### config.mk
export PLATFORM = sky130hd
export DESIGN_NAME = mvm_loader
export DESIGN_NICKNAME = d
export VERILOG_FILES = /design/src/rtl/mvm_loader.sv
export SDC_FILE = /design/constraint.sdc
export NUM_CORES = 1
export LEC_CHECK = 0
export BUFFER_PORTS_ARGS = -buffer_cell sky130_fd_sc_hd__clkbuf_2
export CAP_MARGIN = 10
export CORE_ASPECT_RATIO = 0.8
export CORE_MARGIN = 5
export CORE_UTILIZATION = 30
export DETAILED_ROUTE_END_ITERATION = 8
export SYNTH_ARGS = -nofsm -noshare
export SYNTH_HDL_FRONTEND = slang
export SYNTH_SLANG_ARGS = --single-unit
export TNS_END_PERCENT = 20
### constraint.sdc
create_clock -name clk -period 2.1 [get_ports clk]
set_input_delay 0.315 -clock clk [delete_from_list [all_inputs] [get_ports clk]]
set_output_delay 0.315 -clock clk [all_outputs]
set_load 0.01 [all_outputs]
### src/rtl/mvm_loader.sv
// mvm_loader: write-side front end for the mvm engine.
// Parses one header+payload stream into vector/matrix memory writes and
// start commands, holding a start back while the engine reports busy.
// Optional feature: define MVM_LOADER_STATS_EN to add the o_stat_writes /
// o_stat_starts counters; without it the ports and counters do not exist.
module mvm_loader #(
    parameter int MEM_DATAW     = 64,
    parameter int VEC_MEM_DEPTH = 256,
    parameter int MAT_MEM_DEPTH = 512,
    parameter int NUM_OLANES    = 8,
    localparam int VEC_ADDRW    = $clog2(VEC_MEM_DEPTH),
    localparam int MAT_ADDRW    = $clog2(MAT_MEM_DEPTH)
) (
    input  logic                  clk,
    input  logic                  rst,
    input  logic [MEM_DATAW-1:0]  i_data,
    input  logic                  i_valid,
    output logic                  o_ready,
    output logic [MEM_DATAW-1:0]  o_vec_wdata,
    output logic [VEC_ADDRW-1:0]  o_vec_waddr,
    output logic                  o_vec_wen,
    output logic [MEM_DATAW-1:0]  o_mat_wdata,
    output logic [MAT_ADDRW-1:0]  o_mat_waddr,
    output logic [NUM_OLANES-1:0] o_mat_wen,
    output logic                  o_start,
    output logic [VEC_ADDRW-1:0]  o_vec_start_addr,
    output logic [VEC_ADDRW:0]    o_vec_num_words,
    output logic [MAT_ADDRW-1:0]  o_mat_start_addr,
    output logic [MAT_ADDRW:0]    o_mat_num_rows_per_olane,
    input  logic                  i_mvm_busy,
    output logic                  o_idle,
    output logic                  o_err
`ifdef MVM_LOADER_STATS_EN
    ,
    output logic [31:0]           o_stat_writes,
    output logic [15:0]           o_stat_starts
`endif
);

    // The write cursor is shared by vector and matrix packets, so it is as
    // wide as the wider of the two address spaces.
    localparam int CUR_W = (VEC_ADDRW > MAT_ADDRW) ? VEC_ADDRW : MAT_ADDRW;

    typedef enum logic [2:0] {HDR, VDATA, MDATA, START_WAIT, GUARD} state_t;
    typedef enum logic [1:0] {OP_VEC_WR, OP_MAT_WR, OP_START, OP_RSVD} op_t;

    state_t                state;
    op_t                   hdr_op;
    logic [9:0]            hdr_len;
    logic [9:0]            remaining;
    logic [CUR_W-1:0]      cur_addr;
    logic [CUR_W-1:0]      wrap_limit;
    logic [CUR_W-1:0]      next_addr;
    logic [NUM_OLANES-1:0] lane_mask;
    logic                  beat;

    logic [VEC_ADDRW-1:0]  pend_vec_start;
    logic [VEC_ADDRW:0]    pend_vec_num;
    logic [MAT_ADDRW-1:0]  pend_mat_start;
    logic [MAT_ADDRW:0]    pend_mat_rows;

    assign hdr_op  = op_t'(i_data[1:0]);
    assign hdr_len = i_data[20:11];
    assign o_ready = (state == HDR) || (state == VDATA) || (state == MDATA);
    assign beat    = i_valid && o_ready;
    assign o_idle  = (state == HDR) && !o_vec_wen && (o_mat_wen == '0);

    // Next write address, wrapping at the depth of whichever memory is being filled
    always_comb begin
        wrap_limit = (state == VDATA) ? CUR_W'(VEC_MEM_DEPTH - 1) : CUR_W'(MAT_MEM_DEPTH - 1);
        next_addr  = (cur_addr == wrap_limit) ? '0 : cur_addr + CUR_W'(1);
    end

    // Packet parser FSM with registered write, start and config outputs
    always_ff @(posedge clk) begin
        if (rst) begin
            state                    <= HDR;
            remaining                <= '0;
            cur_addr                 <= '0;
            lane_mask                <= '0;
            pend_vec_start           <= '0;
            pend_vec_num             <= '0;
            pend_mat_start           <= '0;
            pend_mat_rows            <= '0;
            o_vec_wdata              <= '0;
            o_vec_waddr              <= '0;
            o_vec_wen                <= 1'b0;
            o_mat_wdata              <= '0;
            o_mat_waddr              <= '0;
            o_mat_wen                <= '0;
            o_start                  <= 1'b0;
            o_vec_start_addr         <= '0;
            o_vec_num_words          <= '0;
            o_mat_start_addr         <= '0;
            o_mat_num_rows_per_olane <= '0;
            o_err                    <= 1'b0;
        end else begin
            o_vec_wen <= 1'b0;
            o_mat_wen <= '0;
            o_start   <= 1'b0;
            case (state)
                HDR: begin
                    if (beat) begin
                        case (hdr_op)
                            OP_VEC_WR: begin
                                cur_addr  <= CUR_W'(i_data[2 +: VEC_ADDRW]);
                                remaining <= hdr_len;
                                if (hdr_len != '0) state <= VDATA;
                            end
                            OP_MAT_WR: begin
                                cur_addr  <= CUR_W'(i_data[2 +: MAT_ADDRW]);
                                remaining <= hdr_len;
                                lane_mask <= i_data[21 +: NUM_OLANES];
                                if (hdr_len != '0) state <= MDATA;
                            end
                            OP_START: begin
                                pend_mat_start <= i_data[2 +: MAT_ADDRW];
                                pend_mat_rows  <= i_data[11 +: MAT_ADDRW + 1];
                                pend_vec_start <= i_data[21 +: VEC_ADDRW];
                                pend_vec_num   <= i_data[29 +: VEC_ADDRW + 1];
                                state          <= START_WAIT;
                            end
                            default: o_err <= 1'b1;
                        endcase
                    end
                end
                VDATA: begin
                    if (beat) begin
                        o_vec_wen   <= 1'b1;
                        o_vec_wdata <= i_data;
                        o_vec_waddr <= cur_addr[VEC_ADDRW-1:0];
                        cur_addr    <= next_addr;
                        remaining   <= remaining - 10'd1;
                        if (remaining == 10'd1) state <= HDR;
                    end
                end
                MDATA: begin
                    if (beat) begin
                        o_mat_wen   <= lane_mask;
                        o_mat_wdata <= i_data;
                        o_mat_waddr <= cur_addr[MAT_ADDRW-1:0];
                        cur_addr    <= next_addr;
                        remaining   <= remaining - 10'd1;
                        if (remaining == 10'd1) state <= HDR;
                    end
                end
                START_WAIT: begin
                    if (!i_mvm_busy) begin
                        o_vec_start_addr         <= pend_vec_start;
                        o_vec_num_words          <= pend_vec_num;
                        o_mat_start_addr         <= pend_mat_start;
                        o_mat_num_rows_per_olane <= pend_mat_rows;
                        o_start                  <= 1'b1;
                        state                    <= GUARD;
                    end
                end
                GUARD:   state <= HDR;
                default: state <= HDR;
            endcase
        end
    end

`ifdef MVM_LOADER_STATS_EN
    // Free-running, wrapping counts of write cycles and start pulses
    always_ff @(posedge clk) begin
        if (rst) begin
            o_stat_writes <= '0;
            o_stat_starts <= '0;
        end else begin
            if (o_vec_wen || (o_mat_wen != '0)) o_stat_writes <= o_stat_writes + 32'd1;
            if (o_start) o_stat_starts <= o_stat_starts + 16'd1;
        end
    end
`endif

endmodule
==> flow_summary.json, run 1 <==
{
  "synthTopCellsByCount": "458 x nand2_1, 258 x dfxtp_1, 243 x a21oi_1, 48 x clkbuf_1, 28 x buf_2",
  "placed_cells": 1839,
  "grt_max_degree": 84,
  "post_cts_buffers": 0,
  "fp.dieH_um": 170,
  "p_seq_share_pct": 44.4,
  "vias": 9265,
  "hold-worst-slack_ns": 0.0316,
  "place_area_um2": 11400,
  "cts_num_sinks": 258,
  "drive_gt1_share_pct": 23.9,
  "finalSetupViolCount": 1,
  "end_kind": "output port",
  "fin_crit_sh_pct": 110,
  "synth_compound_area_share_pct": 17.0,
  "period_minus_slack_ns": 2.32,
  "fp-row-count": 58,
  "synth_area_leaders": "dfxtp_1 54%, nand2_1 18%, a21oi_1 13%, clkbuf_1 1.9%, buf_2 1.5%",
  "worst_setup_path_start_kind": "register",
  "slew_violations": 0,
  "worstReg2RegEnd": "cur_addr[8]$_SDFFE_PP0P_",
  "clk_pin_slew_ns": 0.06,
  "wl_um": 32300,
  "r2r_slack_ns": 0.25,
  "synth-seq-cells": 258,
  "cp_slowest_cell": "or4_4",
  "wl_per_cell_um": 16.9,
  "grt_pass1_vias": 8720,
  "design_area_um2": 12700,
  "p_int_w": 0.00872,
  "synth-edff-count": 0,
  "ios": 262,
  "seq_area_frac_synth_pct": 53.7,
  "worst_pin_slew_ns": 0.593,
  "max-vdd-ir-drop_uv": 661,
  "rsz0062_at_grt": "yes",
  "root_buffer": "clkbuf_16",
  "insertion_delay_ns": 0.55,
  "synth_simple_gate_area_share_pct": 23.4,
  "multi_input_area_um2": 4040,
  "cts_tree": "yes",
  "status": "complete, but fails checks",
  "synthAdderAreaFrac_pct": 0.911,
  "path_max_fanout": 3,
  "grt_overflow": 0,
  "initial_core_util_pct": 30.5,
  "switching_share_pct": 24.7,
  "fin_ws_ns": -0.216,
  "synth_top_area_share_pct": 53.7,
  "io_buffers": 261,
  "cts_buffers": 28,
  "drc_errors": 0,
  "gp_congestion": 0.835,
  "instances_no_fill": 1914,
  "post-layout-total-power_w": 0.0116,
  "hold_viol": 0,
  "yosys_warnings": 0,
  "clock_path_buffers": 3,
  "syn_avg_cell_area_um2": 7.93,
  "r2r_start": "cur_addr[0]$_SDFFE_PP0P_",
  "cp.arrival_ns": 2.00,
  "clkPwrFrac_pct": 45.4,
  "max_stage_delay_ns": 0.44,
  "async_reset_ff_share_pct": 0,
  "synth_top_cell_by_area": "dfxtp_1",
  "nets": 1549,
  "worstPathCellList": "or3_4 > or4_4 > nor4_4 > buf_2",
  "place_ws_ns": 0.0788,
  "firstDrtPassIters": 5,
  "synthCells": 1212,
  "skew_ns": 0.0202,
  "synth-xor-area-share_pct": 0.260,
  "core_region_area_um2": 31500,
  "crit_required_ns": 1.78,
  "synth_top_family_by_area": "simple AND/OR/NAND/NOR gates",
  "power_density_nw_per_um2": 912,
  "hold_class": "input port to register",
  "holdPathEnd": "o_mat_wdata[56]$_SDFFE_PP0P_",
  "vias_per_cell": 4.84,
  "maxCapViolCount": 0,
  "min_from": "i_data[56]",
  "dieArea_um2": 35700,
  "p_leak_nw": 4.98,
  "drt-initial-drc-count": 730,
  "comb_power_share_pct": 10.2,
  "synth.most_common_cell": "nand2_1",
  "criticalPathCategory": "register to output port",
  "die_w_um": 210,
  "diodes": 0,
  "dp_hpwl_um": 22000,
  "synth_top_flop_cell": "dfxtp_1",
  "synth_area_um2": 9610,
  "ys_types": 54,
  "cts_htree_levels": 1,
  "antenna_found_initial": 1,
  "drt.antenna.violating_nets": 0,
  "p_sw_w": 0.00285,
  "yosys-mux-area-fraction_pct": 0,
  "regArea_um2": 5160,
  "grt_use_total_pct": 17.1,
  "r2r_cells": 6,
  "fillers": 3285,
  "violations": "setup timing",
  "grt_first_pass_wirelength_um": 49500,
  "syn_nets": 1287,
  "min_path_cells": 3,
  "max-slew-margin-rel_pct": 60.5,
  "area_growth_pct": 32.1,
  "fmax_ghz": 0.432
}
-- sequential cells by signal (all words and copies together), names as in the netlist, 3 cells and up --
signal,cells
pend_mat_rows,10
pend_vec_num,9
o_mat_waddr,9
o_mat_wdata,64
pend_mat_start,9
o_vec_start_addr,8
o_vec_wdata,64
lane_mask,8
o_mat_num_rows_per_olane,10
o_mat_start_addr,9
o_vec_waddr,8
remaining,10
cur_addr,9
pend_vec_start,8
o_vec_num_words,9
o_mat_wen,8
state,3
-- cells in the final DEF (no fill, tap or decap), types with 3 or more instances in the layout --
cell type / count
and3_1: 4
o31ai_1: 3
nand4_1: 4
o21ai_0: 19
nand3b_1: 6
clkbuf_8: 4
ha_1: 7
bufinv_16: 5
a22oi_1: 4
and2_1: 9
nor4_1: 3
buf_12: 10
dfxtp_1: 258
clkbuf_16: 29
o41ai_1: 4
nand2_1: 458
a221oi_1: 3
inv_1: 6
a211oi_1: 5
clkbuf_2: 259
clkinv_2: 6
clkbuf_1: 6
a21oi_1: 243
nor2_1: 21
nor3_1: 6
buf_4: 27
nand3_1: 13
dlygate4sd3_1: 25
nand2b_1: 4
-- repair_timing --
| item | in CTS | in global routing |
|---|---|---|
| endpoints found under the setup margin | 1 | 7 |
| pin swaps | 0 | 1 |
| hold endpoints to repair | 50 | 0 |
| gates resized for setup | 3 | 4 |
| hold buffers | 25 | 0 |
| gates cloned | 0 | 0 |
-- layer usage --
metal	share of wire, %	GRT usage (%)	up-vias
met2	44	26.6	305
li1	-	-	4548
met1	46	23.9	4361
met3	7.6	4.57	49
met4	2.3	3.80	2
met5	0.062	0	-
-- per-stage QoR --
stage	TNS (ns)	util [%]
floorplan	0	-
global placement	0	36.3
detailed placement	0	36.3
CTS	-0.275	40.3
global route	-0.277	40.3
finish	-0.216	40.3
-- power by group through the flow --
stage | clock [W] | combinational (W) | sequential (W)
2_1_floorplan | 0 | 0.000632 | 0.00527
3_3_place_gp | 0 | 0.00111 | 0.00525
3_5_place_dp | 0 | 0.00113 | 0.00525
4_1_cts | 0.00539 | 0.00118 | 0.00514
5_1_grt | 0.00560 | 0.00129 | 0.00516
6_report | 0.00525 | 0.00118 | 0.00514
-- layout make-up --
class	count	share of cell area, %
timing repair buffer	323	15.5
clock inverter	12	1.48
tap	420	4.14
multi-input combinational	857	31.8
inverter	6	0.177
clock buffer	38	6.22
sequential	258	40.7
-- worst max-delay path: cells and delay by family (launching register included) --
kind                   cells  cell delay, ns
buffers and inverters      1            0.17
DFF                        1            0.31
and+or+nand+nor            3            1.00
-- worst max-delay path by stage --
stage / end / from / cells past startpoint
floorplan: o_idle / state[0]$_SDFFE_PP0P_ / 4
global placement: remaining[3]$_SDFFE_PP0P_ / i_data[1] / 7
detailed placement: cur_addr[8]$_SDFFE_PP0P_ / i_data[1] / 6
CTS: o_idle / state[2]$_SDFFE_PP0P_ / 4
global route: o_idle / state[1]$_SDFFE_PP0P_ / 4
finish: o_idle / state[1]$_SDFFE_PP0P_ / 4
-- cells by family (layout without fill, tap and decap cells) --
kind of cell / count (synthesis) / in the layout
AO/OA/AOI/OAI: 299 / 299
XOR/XNOR: 2 / 2
adder cells (fa/ha/maj): 7 / 7
buffers and inverters: 97 / 379
flip-flops: 258 / 258
AND/OR/NAND/NOR: 549 / 549
No activity file was read; power rests on OpenSTA's default activity.
==> inputs of run 2 (changes only) <==
==> constraint.sdc (replaced) <==
create_clock -name clk -period 2.1 [get_ports clk]
set_input_delay 0.42 -clock clk [delete_from_list [all_inputs] [get_ports clk]]
set_output_delay 0.42 -clock clk [all_outputs]
set_load 0.01 [all_outputs]
==> flow_summary.json, run 2 (synthesis results as in run 1) <==
{
  "post-layout-total-power_w": 0.0114,
  "fin_ws_ns": -0.342,
  "diodes": 0,
  "p_int_w": 0.00855,
  "final_cell_mix": "458 x nand2_1, 259 x clkbuf_2, 257 x dfxtp_1",
  "skew_ns": 0.00767,
  "crit_required_ns": 1.68,
  "max-vdd-ir-drop_uv": 544,
  "p_sw_w": 0.00284,
  "cts_num_sinks": 258,
  "hold_viol": 0,
  "wl_per_cell_um": 17.0,
  "end_kind": "output port",
  "grt_pass1_vias": 8656,
  "vias_per_cell": 4.86,
  "insertion_delay_ns": 0.54,
  "path_max_fanout": 3,
  "fp-row-count": 58,
  "cts_tree": "yes",
  "drive_gt1_share_pct": 24.2,
  "dieArea_um2": 35700,
  "antenna_found_initial": 1,
  "final_common_cell": "nand2_1",
  "core_region_area_um2": 31500,
  "p_seq_share_pct": 45.2,
  "clkPwrFrac_pct": 45.0,
  "root_buffer": "clkbuf_16",
  "grt_max_degree": 82,
  "io_buffers": 261,
  "max-slew-margin-rel_pct": 65.1,
  "drt.antenna.violating_nets": 0,
  "comb_power_share_pct": 9.8,
  "p_leak_nw": 4.83,
  "firstDrtPassIters": 5,
  "place_area_um2": 11400,
  "cts_htree_levels": 1,
  "cts_buffers": 28,
  "power_density_nw_per_um2": 921,
  "post_cts_buffers": 0,
  "place_ws_ns": -0.0342,
  "fin_crit_sh_pct": 116,
  "slew_violations": 0,
  "wl_um": 32100,
  "rsz0062_at_grt": "yes",
  "hold_buffers": 0,
  "drc_errors": 0,
  "nets": 1521,
  "utilization_pct": 39.2,
  "worst_setup_path_start_kind": "register",
  "hold_class": "input port to register",
  "grt_first_pass_wirelength_um": 49400,
  "fmax_ghz": 0.410,
  "die_w_um": 210,
  "design_area_um2": 12400,
  "maxCapViolCount": 0,
  "gp_congestion": 0.834,
  "grt_use_total_pct": 17.0,
  "violations": "setup timing",
  "area_growth_pct": 28.6,
  "r2r_slack_ns": 0.18,
  "drt-initial-drc-count": 673,
  "fillers": 3285,
  "dp_hpwl_um": 21900,
  "switching_share_pct": 24.9,
  "clock_path_buffers": 3,
  "fp.dieH_um": 170,
  "ios": 262,
  "instances_no_fill": 1885,
  "reg_top3": "o_mat_wdata (64), o_vec_wdata (64)",
  "vias": 9152,
  "clk_pin_slew_ns": 0.06,
  "status": "complete, but fails checks",
  "cp.arrival_ns": 2.02,
  "initial_core_util_pct": 30.5,
  "grt_overflow": 0,
  "criticalPathCategory": "register to output port",
  "worst_pin_slew_ns": 0.519,
  "finalSetupViolCount": 1,
  "placed_cells": 1836,
  "period_minus_slack_ns": 2.44
}
## run 2: routing by layer
layer | wire [um] | GRT usage, % | vias to the layer above
li1 | - | - | 4498
met2 | 13700 | 25.8 | 321
met1 | 14600 | 23.7 | 4275
met5 | 11 | 0 | -
met4 | 937 | 4.71 | 2
met3 | 2820 | 5.22 | 56
## run 2: power by group through the flow
stage	Combinational (W)	Clock, W	Sequential (W)
floorplan	0.000632	0	0.00527
global placement	0.00108	0	0.00525
detailed placement	0.00110	0	0.00526
CTS	0.00111	0.00526	0.00515
global route	0.00122	0.00544	0.00517
finish	0.00111	0.00512	0.00515
## run 2: stage by stage
stage,TNS [ns],hold slack (ns)
after floorplan,0,0.430
after global placement,-0.0141,0.439
after detailed placement,-0.0634,0.443
after CTS,-0.377,0.0701
after global routing,-0.429,0.0894
final,-0.342,0.110
## run 2: final cells by class
type | count | area [um^2] | share of cell area [%]
clock buffer | 37 | 786 | 6.36
tap | 420 | 526 | 4.25
sequential | 258 | 5170 | 41.8
multi-input combinational | 857 | 4030 | 32.6
inverter | 6 | 22.5 | 0.182
clock inverter | 12 | 164 | 1.33
timing repair buffer | 295 | 1660 | 13.4
## run 2: timing repair
item / CTS / global route
gates cloned: 0 / 0
pin swaps: 0 / 1
setup endpoints to repair: 1 / 4
resized for setup: 4 / 3
## run 2: worst paths after layout
kind	startpoint	end	depth (start not counted)
setup / recovery	state[1]$_SDFFE_PP0P_	o_idle	4
hold / removal	i_data[42]	o_mat_wdata[42]$_SDFFE_PP0P_	3
setup reg to reg	cur_addr[2]$_SDFFE_PP0P_	cur_addr[0]$_SDFFE_PP0P_	5
hold reg to reg	pend_vec_num[4]$_SDFFE_PP0P_	o_vec_num_words[4]$_SDFFE_PP0P_	2
## run 2: critical path, cell delays in order (launching register included)
cell,delay [ns]
dfxtp_2,0.32
or3_4,0.41
or4_4,0.44
nor4_4,0.14
buf_2,0.17
==> inputs of run 3 (changes only) <==
- SKIP_LAST_GASP: default -> 1
- clock period: 2.1 -> 2.4 ns (I/O delays scaled with it)
==> flow_summary.json, run 3 (synthesis results as in run 1) <==
{
  "status": "complete, but fails checks",
  "violations": "setup timing",
  "criticalPathCategory": "register to output port",
  "design_area_um2": 12200,
  "fin_ws_ns": -0.0850,
  "clkPwrFrac_pct": 43.0,
  "ios": 262,
  "clock_path_buffers": 3,
  "grt_max_degree": 91,
  "power_density_nw_per_um2": 784,
  "slew_violations": 0,
  "worst_pin_slew_ns": 0.781,
  "rsz0062_at_grt": "yes",
  "initial_core_util_pct": 30.5,
  "firstDrtPassIters": 5,
  "clk_pin_slew_ns": 0.06,
  "drt-initial-drc-count": 630,
  "grt_overflow": 0,
  "cp_slowest_cell": "or4_4",
  "cp.arrival_ns": 2.00,
  "place_area_um2": 11300,
  "grt_use_total_pct": 17.0,
  "hold_class": "input port to register",
  "p_sw_w": 0.00245,
  "vias": 8953,
  "hold_buffers": 0,
  "p_int_w": 0.00714,
  "switching_share_pct": 25.5,
  "crit_family": "simple AND/OR/NAND/NOR gates",
  "max-vdd-ir-drop_uv": 478,
  "period_minus_slack_ns": 2.48,
  "fp-row-count": 58,
  "dp_hpwl_um": 22000,
  "hold_viol": 0,
  "worstPathCellList": "or3_4 > or4_4 > nor4_4 > buf_2",
  "skew_ns": 0.0172,
  "max-slew-margin-rel_pct": 47.9,
  "fp.dieH_um": 170,
  "reg_top3": "o_mat_wdata (64), o_vec_wdata (64)",
  "io_buffers": 261,
  "root_buffer": "clkbuf_16",
  "cts_tree": "yes",
  "vias_per_cell": 4.76,
  "final_cell_mix": "458 x nand2_1, 259 x clkbuf_2, 258 x dfxtp_1",
  "wl_um": 32100,
  "wl_per_cell_um": 17.1,
  "die_w_um": 210,
  "maxCapViolCount": 0,
  "nets": 1515,
  "cts_num_sinks": 258,
  "fin_crit_sh_pct": 104,
  "crit_buf_inv": 1,
  "p_seq_share_pct": 47.1,
  "p_leak_nw": 4.77,
  "dieArea_um2": 35700,
  "drive_gt1_share_pct": 23.8,
  "insertion_delay_ns": 0.54,
  "grt_pass1_vias": 8477,
  "max_stage_delay_ns": 0.44,
  "gp_congestion": 0.859,
  "comb_power_share_pct": 10.0,
  "antenna_found_initial": 1,
  "drt.antenna.violating_nets": 0,
  "core_region_area_um2": 31500,
  "drc_errors": 0,
  "path_max_fanout": 2,
  "cts_buffers": 27,
  "final_common_cell": "nand2_1",
  "totalNegativeSetupSlack_ns": -0.0850,
  "area_growth_pct": 27.3,
  "diodes": 0,
  "cts_htree_levels": 1,
  "grt_first_pass_wirelength_um": 48900,
  "crit_required_ns": 1.92,
  "end_kind": "output port",
  "fmax_ghz": 0.402,
  "finalSetupViolCount": 1,
  "worst_setup_path_start_kind": "register"
}
==> run 3: changes by cell type in the layout (fill, tap and decap cells not counted), moves of 2 or more <==
cell,before,now
buf_4,27,23
clkbuf_8,4,8
bufinv_16,4,1
clkbuf_16,29,27
clkinv_2,7,5
clkinvlp_4,0,2
==> run 3: worst min-delay path, cell delays in order <==
cell and delay, ns:
clkbuf_2 0.09, nand2_1 0.05, a21oi_1 0.05
==> run 3: cell type report <==
cell class	count	area, um^2
inverters	6	22.5
flip-flops and latches	258	5160
well taps	420	526
repair buffers	290	1610
clock buffers	39	791
multi-input cells	857	4030
fillers	3301	19300
clock inverters	10	87.6
==> run 3: power by group through the flow <==
stage	combinational (W)	clock, W	sequential [W]
detailed placement	0.000943	0	0.00461
global route	0.00106	0.00443	0.00453
global placement	0.000930	0	0.00460
floorplan	0.000553	0	0.00461
CTS	0.000952	0.00426	0.00451
finish	0.000956	0.00412	0.00451
==> run 3: per-stage QoR <==
step | total power (W) | setup slack, ns | hold WS (ns) | utilization [%] | instances
floorplan | 0.00517 | 0.315 | 0.430 | - | 1212
global placement | 0.00553 | 0.0955 | 0.436 | 35.9 | 1830
detailed placement | 0.00555 | 0.0779 | 0.443 | 35.9 | 1830
CTS | 0.00972 | -0.134 | 0.135 | 38.8 | 1879
global route | 0.0100 | -0.159 | 0.146 | 38.8 | 1880
finish | 0.00959 | -0.0850 | 0.166 | 38.8 | 1880
==> run 3: final timing paths <==
| kind | startpoint | to | slack (ns) | depth (start not counted) |
|---|---|---|---|---|
| worst min-delay path | i_data[48] | o_mat_wdata[48]$_SDFFE_PP0P_ | 0.17 | 3 |
| worst max-delay path | state[0]$_SDFFE_PP0P_ | o_idle | -0.08 | 4 |
| worst min register to register | pend_mat_start[8]$_SDFFE_PP0P_ | o_mat_start_addr[8]$_SDFFE_PP0P_ | 0.44 | 2 |
| worst max register to register | state[1]$_SDFFE_PP0P_ | remaining[3]$_SDFFE_PP0P_ | 0.20 | 6 |
==> run 3: routing by layer <==
metal	global-route usage, %	up-vias	share of wire (%)
met4	3.74	2	2.1
met2	26.1	268	43
met5	0	-	0.062
met3	5.27	47	8.2
met1	23.6	4160	46
li1	-	4476	-
==> run 3: timing repair <==
item                                    4_1_cts  5_1_grt
pin swaps                                     0        1
hold endpoints to repair                      0        0
gates cloned                                  0        0
endpoints found under the setup margin        1        1
resized for setup                             3        2
setup buffers                                 0        1
